$ cat src/rtl/silife_pkg.sv
// Shared constants, scan-state encoding and row-word packing for the life grid display path.
package silife_pkg;

  localparam int GRID_WIDTH     = 8;
  localparam int GRID_HEIGHT    = 32;
  localparam int ROW_BITS       = 5;
  localparam int SCAN_WORD_BITS = 16;

  typedef enum logic [2:0] {
    S_IDLE,
    S_SEL,
    S_SHIFT,
    S_LATCH,
    S_FEND
  } scan_state_e;

  // Word sent per row: row index zero-extended to one byte, then the cell byte.
  function automatic logic [SCAN_WORD_BITS-1:0] make_word(
    input logic [ROW_BITS-1:0]   row,
    input logic [GRID_WIDTH-1:0] cells
  );
    return {{(SCAN_WORD_BITS-GRID_WIDTH-ROW_BITS){1'b0}}, row, cells};
  endfunction

endpackage

$ cat src/rtl/serial_shifter.sv
// Parallel-load MSB-first shift register with divided serial clock; done marks the
// final cycle of bit 0's high phase.
module serial_shifter
  import silife_pkg::*;
#(
  parameter int CLK_DIV = 1
) (
  input  logic                      clk,
  input  logic                      reset,
  input  logic                      load,
  input  logic [SCAN_WORD_BITS-1:0] word,
  output logic                      sclk,
  output logic                      sdata,
  output logic                      done
);

  localparam int                BIT_W    = $clog2(SCAN_WORD_BITS);
  localparam logic [7:0]        DIV_LAST = 8'(CLK_DIV - 1);
  localparam logic [BIT_W-1:0]  BIT_LAST = BIT_W'(SCAN_WORD_BITS - 1);
  localparam logic [BIT_W-1:0]  BIT_ONE  = BIT_W'(1);

  logic [SCAN_WORD_BITS-1:0] shreg;
  logic [7:0]                div_cnt;
  logic [BIT_W-1:0]          bit_cnt;
  logic                      active;
  logic                      hi;
  logic                      phase_end;

  assign phase_end = active && (div_cnt == DIV_LAST);
  assign done      = phase_end && hi && (bit_cnt == '0);
  // Data bit is the register MSB itself, so it only moves on the high-to-low step.
  assign sdata     = shreg[SCAN_WORD_BITS-1];

  always_ff @(posedge clk) begin
    if (reset) begin
      shreg   <= '0;
      div_cnt <= '0;
      bit_cnt <= '0;
      active  <= 1'b0;
      hi      <= 1'b0;
      sclk    <= 1'b0;
    end else if (load) begin
      shreg   <= word;
      div_cnt <= '0;
      bit_cnt <= BIT_LAST;
      active  <= 1'b1;
      hi      <= 1'b0;
      sclk    <= 1'b0;
    end else if (active) begin
      if (!phase_end) begin
        div_cnt <= div_cnt + 8'd1;
      end else begin
        div_cnt <= '0;
        if (!hi) begin
          hi   <= 1'b1;
          sclk <= 1'b1;
        end else begin
          hi    <= 1'b0;
          sclk  <= 1'b0;
          // Shifting after the last bit too leaves the register, and sdata, at zero.
          shreg <= {shreg[SCAN_WORD_BITS-2:0], 1'b0};
          if (bit_cnt == '0) active  <= 1'b0;
          else               bit_cnt <= bit_cnt - BIT_ONE;
        end
      end
    end
  end

endmodule

$ cat src/rtl/grid_scan_out.sv
// Scans every grid row out to a shift-register LED driver and issues a frame-aligned
// generation step so the grid only advances between complete frames.
module grid_scan_out
  import silife_pkg::*;
#(
  parameter int CLK_DIV         = 1,
  parameter int FRAMES_PER_STEP = 4
) (
  input  logic                  clk,
  input  logic                  reset,
  input  logic                  run,
  input  logic [GRID_WIDTH-1:0] cells,
  output logic [ROW_BITS-1:0]   row_select,
  output logic                  sclk,
  output logic                  sdata,
  output logic                  slatch,
  output logic                  busy,
  output logic                  frame_done,
  output logic                  step_en
);

  localparam logic [7:0]          DIV_LAST = 8'(CLK_DIV - 1);
  localparam logic [7:0]          FPS_LAST = 8'(FRAMES_PER_STEP - 1);
  localparam logic [ROW_BITS-1:0] ROW_LAST = ROW_BITS'(GRID_HEIGHT - 1);
  localparam logic [ROW_BITS-1:0] ROW_ONE  = ROW_BITS'(1);

  scan_state_e               state, state_nxt;
  logic [ROW_BITS-1:0]       row, row_nxt;
  logic [7:0]                lat_cnt, lat_cnt_nxt;
  logic [7:0]                frame_cnt, frame_cnt_nxt;
  logic                      lat_hi, lat_hi_nxt;
  logic                      slatch_nxt, frame_done_nxt, step_en_nxt, busy_nxt;
  logic                      load, sh_done;
  logic [SCAN_WORD_BITS-1:0] word;

  assign row_select = row;
  assign word       = make_word(row, cells);

  serial_shifter #(
    .CLK_DIV (CLK_DIV)
  ) u_shifter (
    .clk   (clk),
    .reset (reset),
    .load  (load),
    .word  (word),
    .sclk  (sclk),
    .sdata (sdata),
    .done  (sh_done)
  );

  always_comb begin
    state_nxt      = state;
    row_nxt        = row;
    lat_cnt_nxt    = lat_cnt;
    lat_hi_nxt     = lat_hi;
    frame_cnt_nxt  = frame_cnt;
    slatch_nxt     = 1'b0;
    frame_done_nxt = 1'b0;
    step_en_nxt    = 1'b0;
    load           = 1'b0;
    case (state)
      S_IDLE: begin
        if (run) begin
          state_nxt = S_SEL;
          row_nxt   = '0;
        end
      end
      S_SEL: begin
        load      = 1'b1;
        state_nxt = S_SHIFT;
      end
      S_SHIFT: begin
        if (sh_done) begin
          state_nxt   = S_LATCH;
          slatch_nxt  = 1'b1;
          lat_cnt_nxt = '0;
          lat_hi_nxt  = 1'b1;
        end
      end
      S_LATCH: begin
        slatch_nxt = lat_hi;
        if (lat_cnt != DIV_LAST) begin
          lat_cnt_nxt = lat_cnt + 8'd1;
        end else if (lat_hi) begin
          lat_cnt_nxt = '0;
          lat_hi_nxt  = 1'b0;
          slatch_nxt  = 1'b0;
        end else if (row != ROW_LAST) begin
          lat_cnt_nxt = '0;
          row_nxt     = row + ROW_ONE;
          state_nxt   = S_SEL;
        end else begin
          // Frame pulses are registered, so they are decided on the edge entering FEND.
          lat_cnt_nxt    = '0;
          row_nxt        = '0;
          state_nxt      = S_FEND;
          frame_done_nxt = 1'b1;
          if (frame_cnt == FPS_LAST) begin
            step_en_nxt   = 1'b1;
            frame_cnt_nxt = '0;
          end else begin
            frame_cnt_nxt = frame_cnt + 8'd1;
          end
        end
      end
      S_FEND: begin
        state_nxt = run ? S_SEL : S_IDLE;
      end
      default: begin
        state_nxt = S_IDLE;
        row_nxt   = '0;
      end
    endcase
    busy_nxt = (state_nxt != S_IDLE);
  end

  always_ff @(posedge clk) begin
    if (reset) begin
      state      <= S_IDLE;
      row        <= '0;
      lat_cnt    <= '0;
      lat_hi     <= 1'b0;
      frame_cnt  <= '0;
      slatch     <= 1'b0;
      frame_done <= 1'b0;
      step_en    <= 1'b0;
      busy       <= 1'b0;
    end else begin
      state      <= state_nxt;
      row        <= row_nxt;
      lat_cnt    <= lat_cnt_nxt;
      lat_hi     <= lat_hi_nxt;
      frame_cnt  <= frame_cnt_nxt;
      slatch     <= slatch_nxt;
      frame_done <= frame_done_nxt;
      step_en    <= step_en_nxt;
      busy       <= busy_nxt;
    end
  end

endmodule
$ cat config.mk
export PLATFORM = sky130hd
export DESIGN_NAME = grid_scan_out
export DESIGN_NICKNAME = d
export VERILOG_FILES = /design/src/rtl/silife_pkg.sv /design/src/rtl/serial_shifter.sv /design/src/rtl/grid_scan_out.sv
export SDC_FILE = /design/constraint.sdc
export NUM_CORES = 1
export LEC_CHECK = 0
export CAP_MARGIN = 15
export CORE_MARGIN = 2
export CORE_UTILIZATION = 30
export CTS_CLUSTER_SIZE = 40
export DETAILED_ROUTE_END_ITERATION = 10
export GPL_TIMING_DRIVEN = 0
export PLACE_DENSITY = 0.45
export SYNTH_ARGS = -nofsm -noshare
export SYNTH_HDL_FRONTEND = slang
export SYNTH_HIERARCHICAL = 1
export SYNTH_SLANG_ARGS = --single-unit
$ cat constraint.sdc
create_clock -name clk -period 2.4 [get_ports clk]
set_input_delay 0.24 -clock clk [delete_from_list [all_inputs] [get_ports clk]]
set_output_delay 0.24 -clock clk [all_outputs]
set_load 0.02 [all_outputs]
==> metrics.txt <==
sequential share of power=44.7%; worst slew pin tran=0.600 ns; clk buf depth=2; cell with the most instances after synthesis=dfxtp_1; compound-gate portion of the synthesized area=12.8%; critical path arrival=2.40 ns; simple-gate area share of the yosys netlist=33.7%; max-cap violation count=0; post-synthesis sequential area ratio=39.9%; first drt pass iteration count=4; Worst R2R End=frame_cnt[5]; WL/cell=13.5 um; RSZ-0062 raised after global routing=false; final setup fails=0; Clock Power Share=44.4%; Clk Latency, worst-skew pair=0.34 ns; Tot GR Track Use=14.3%; status=completed; Hold Path Origin=cells[0]; R2R Path Start=row_select[0]; Antenna diodes=0; combinational group share of total power=10.9%; Initial Utilization=30.5%; # port buffers=21; Netlist cell types=63; Hold Path Stages=3; Crit Path Max Fanout=6; 1st-iter DRT viols=115; H-tree levels=3; top-area cell type share of the netlist area=39.9%; clk_skew=0.00731 ns; DRC=0; Final min period=2.13 ns; Worst-path clk slew=0.07 ns; CTS buffer count=9; fill cell count=1024; DIE WIDTH=103 um; Sw Ratio=24.2%; die area=10700 sq um; power per cell area=652 nW/um^2; Detailed Route WL=6890 um; CTS Sinks=59; Worst Hold End=u_shifter/shreg[0]; adder-cell share of the synthesized area=3.81%; setup TNS=0 ns; largest family of logic cells by synthesized area=simple AND/OR/NAND/NOR gates; vias in the first global route=2458; CP required=2.67 ns; DR vias/cell=4.97; type of origin of the critical path=flip-flop; xor/xnor share of the synthesized area=2.37%; type of the worst min-delay path=in2reg; reg-to-reg slack, setup=0.27 ns; cells on worst reg2reg path=7; Routed Antenna Nets=0; area leader, netlist=dfxtp_1; initial antenna violation count=0; post-synthesis mux area share=1.74%; Layout Utilization=37.1%; Final Hold Fails=0; Setup CP Type=reg2reg; Area growth syn-to-layout=21.4%; total grt overflow=0; Post-synth ARST share=0%; Mapped Area=2960 sq um; worst vdd ir=245 uV; hold buffers post-CTS=0; GPL Wtd Cong=0.776; FMAX=470 MHz; post-synthesis cell count=338; CP endpoint kind=flip-flop; syn avg cell area=8.75 sq um; first-pass GRT wire length=11900 um; Internal Power=1.78 mW; ys flop type=dfxtp_1; CTS tree=built; core area=9680 sq um; Slew HR=59.6%; Synth Register Bits=59; Psw=566 uW; row count=36; max-slew violations=0; most frequent cells after synthesis=59 x dfxtp_1, 39 x nor2_1, 31 x nor3_1; largest net degree at the start of global routing=11; NumNets Final=392; Root Driver=clkbuf_8; Pleak=1.29 nW; post-CTS setup buffers=0; Synth area leaders=dfxtp_1 40%, nor3_1 5.2%, nor2_1 5.0%; total number of vias=2534; Die Span Y=103 um; layout cell share with drive strength beyond 1=11.7%; DPL Wire Length=4800 um; yosys warns=6; Final period util=88.6%; worst hold slack=0.474 ns; Post-synth EDFFs=0; IO Pins=22
## sequential cells by signal (all words and copies together), names as in the netlist
name	flops
lat_cnt	8
state	3
u_shifter/div_cnt	8
frame_cnt	8
u_shifter/hi	1
slatch	1
u_shifter/shreg	16
busy	1
u_shifter/bit_cnt	4
frame_done	1
step_en	1
u_shifter/active	1
row_select	5
lat_hi	1
## worst max-delay path: stages (launching register included)
cell     delay [ns]
dfxtp_1        0.43
ha_1           0.22
and3_1         0.17
ha_1           0.28
and4b_1        0.25
nand3_2        0.14
or4_1          0.50
o21ai_1        0.08
## metal layers
metal  wire length, um  vias up  track usage (%)
li1                  -     1300                -
met1              3210     1183             17.6
met2              3300       43             23.8
met3               272        8             4.44
met4               108        0             4.76
met5                 0        -                0
## power by group through the flow
stage	clock, mW	combinational [mW]	sequential [mW]
global route	1.12	0.288	1.05
CTS	1.09	0.255	1.05
detailed placement	0	0.253	1.07
global placement	0	0.254	1.07
finish	1.04	0.256	1.05
floorplan	0	0.172	1.07
## per-stage QoR
stage	std cells	total power, mW	cell area, sq um	setup WS (ns)
2_1_floorplan	340	1.24	2960	0.409
3_3_place_gp	494	1.32	3340	-0.141
3_5_place_dp	494	1.32	3340	-0.114
4_1_cts	510	2.39	3570	0.00403
5_1_grt	510	2.46	3590	0.0291
6_report	510	2.34	3590	0.273
## how the worst max path moves through the flow
stage / from / end / cells after the start
detailed placement: u_shifter/div_cnt[0] / lat_cnt[4] / 9
global placement: u_shifter/div_cnt[0] / lat_cnt[2] / 9
CTS: u_shifter/div_cnt[0] / busy / 10
floorplan: row_select[0] / frame_cnt[5] / 7
global route: u_shifter/div_cnt[0] / lat_cnt[4] / 9
finish: row_select[0] / frame_cnt[5] / 7
## kinds of logic (layout without fill, tap and decap cells)
kind of cell | Yosys count | after routing
AND/OR/NAND/NOR | 167 | 167
AO/OA/AOI/OAI | 61 | 61
flip-flops | 59 | 59
buffers and inverters | 28 | 65
adder cells (fa/ha/maj) | 9 | 9
XOR/XNOR | 8 | 8
multiplexers | 5 | 5
other | 1 | 3
## layout make-up
class / instances / area, sq um / area share, %
Sequential cell: 59 / 1180 / 32.9
Timing Repair Buffer: 21 / 210 / 5.86
Clock inverter: 4 / 72.6 / 2.02
Inverter: 9 / 33.8 / 0.941
Clock buffer: 12 / 155 / 4.32
Tap cell: 133 / 166 / 4.64
Multi-Input combinational cell: 253 / 1640 / 45.7
Buffer: 19 / 129 / 3.59
## timing repair
action | CTS | global route
resized for setup | 1 | 5
setup endpoints to repair | 8 | 12
endpoints found under the hold margin | 0 | 0
## placed cells by master, fill, tap and decap left out, types with 4 or more instances in the layout
master / netlist / final
inv_1: 9 / 9
ha_1: 9 / 9
nor4_1: 14 / 14
clkbuf_8: 0 / 11
xor2_1: 4 / 4
nand3b_1: 6 / 6
o21ai_0: 12 / 12
dfxtp_1: 59 / 59
nor2b_1: 4 / 4
a21oi_1: 23 / 23
xnor2_1: 4 / 4
nand4_1: 8 / 8
or3_1: 6 / 6
clkdlybuf4s50_1: 0 / 21
nor2_1: 39 / 38
clkbuf_1: 9 / 9
nand3_1: 12 / 12
nor3_1: 31 / 31
mux2i_1: 4 / 4
nand2_1: 18 / 18
Power figures use the tool's default switching activity.
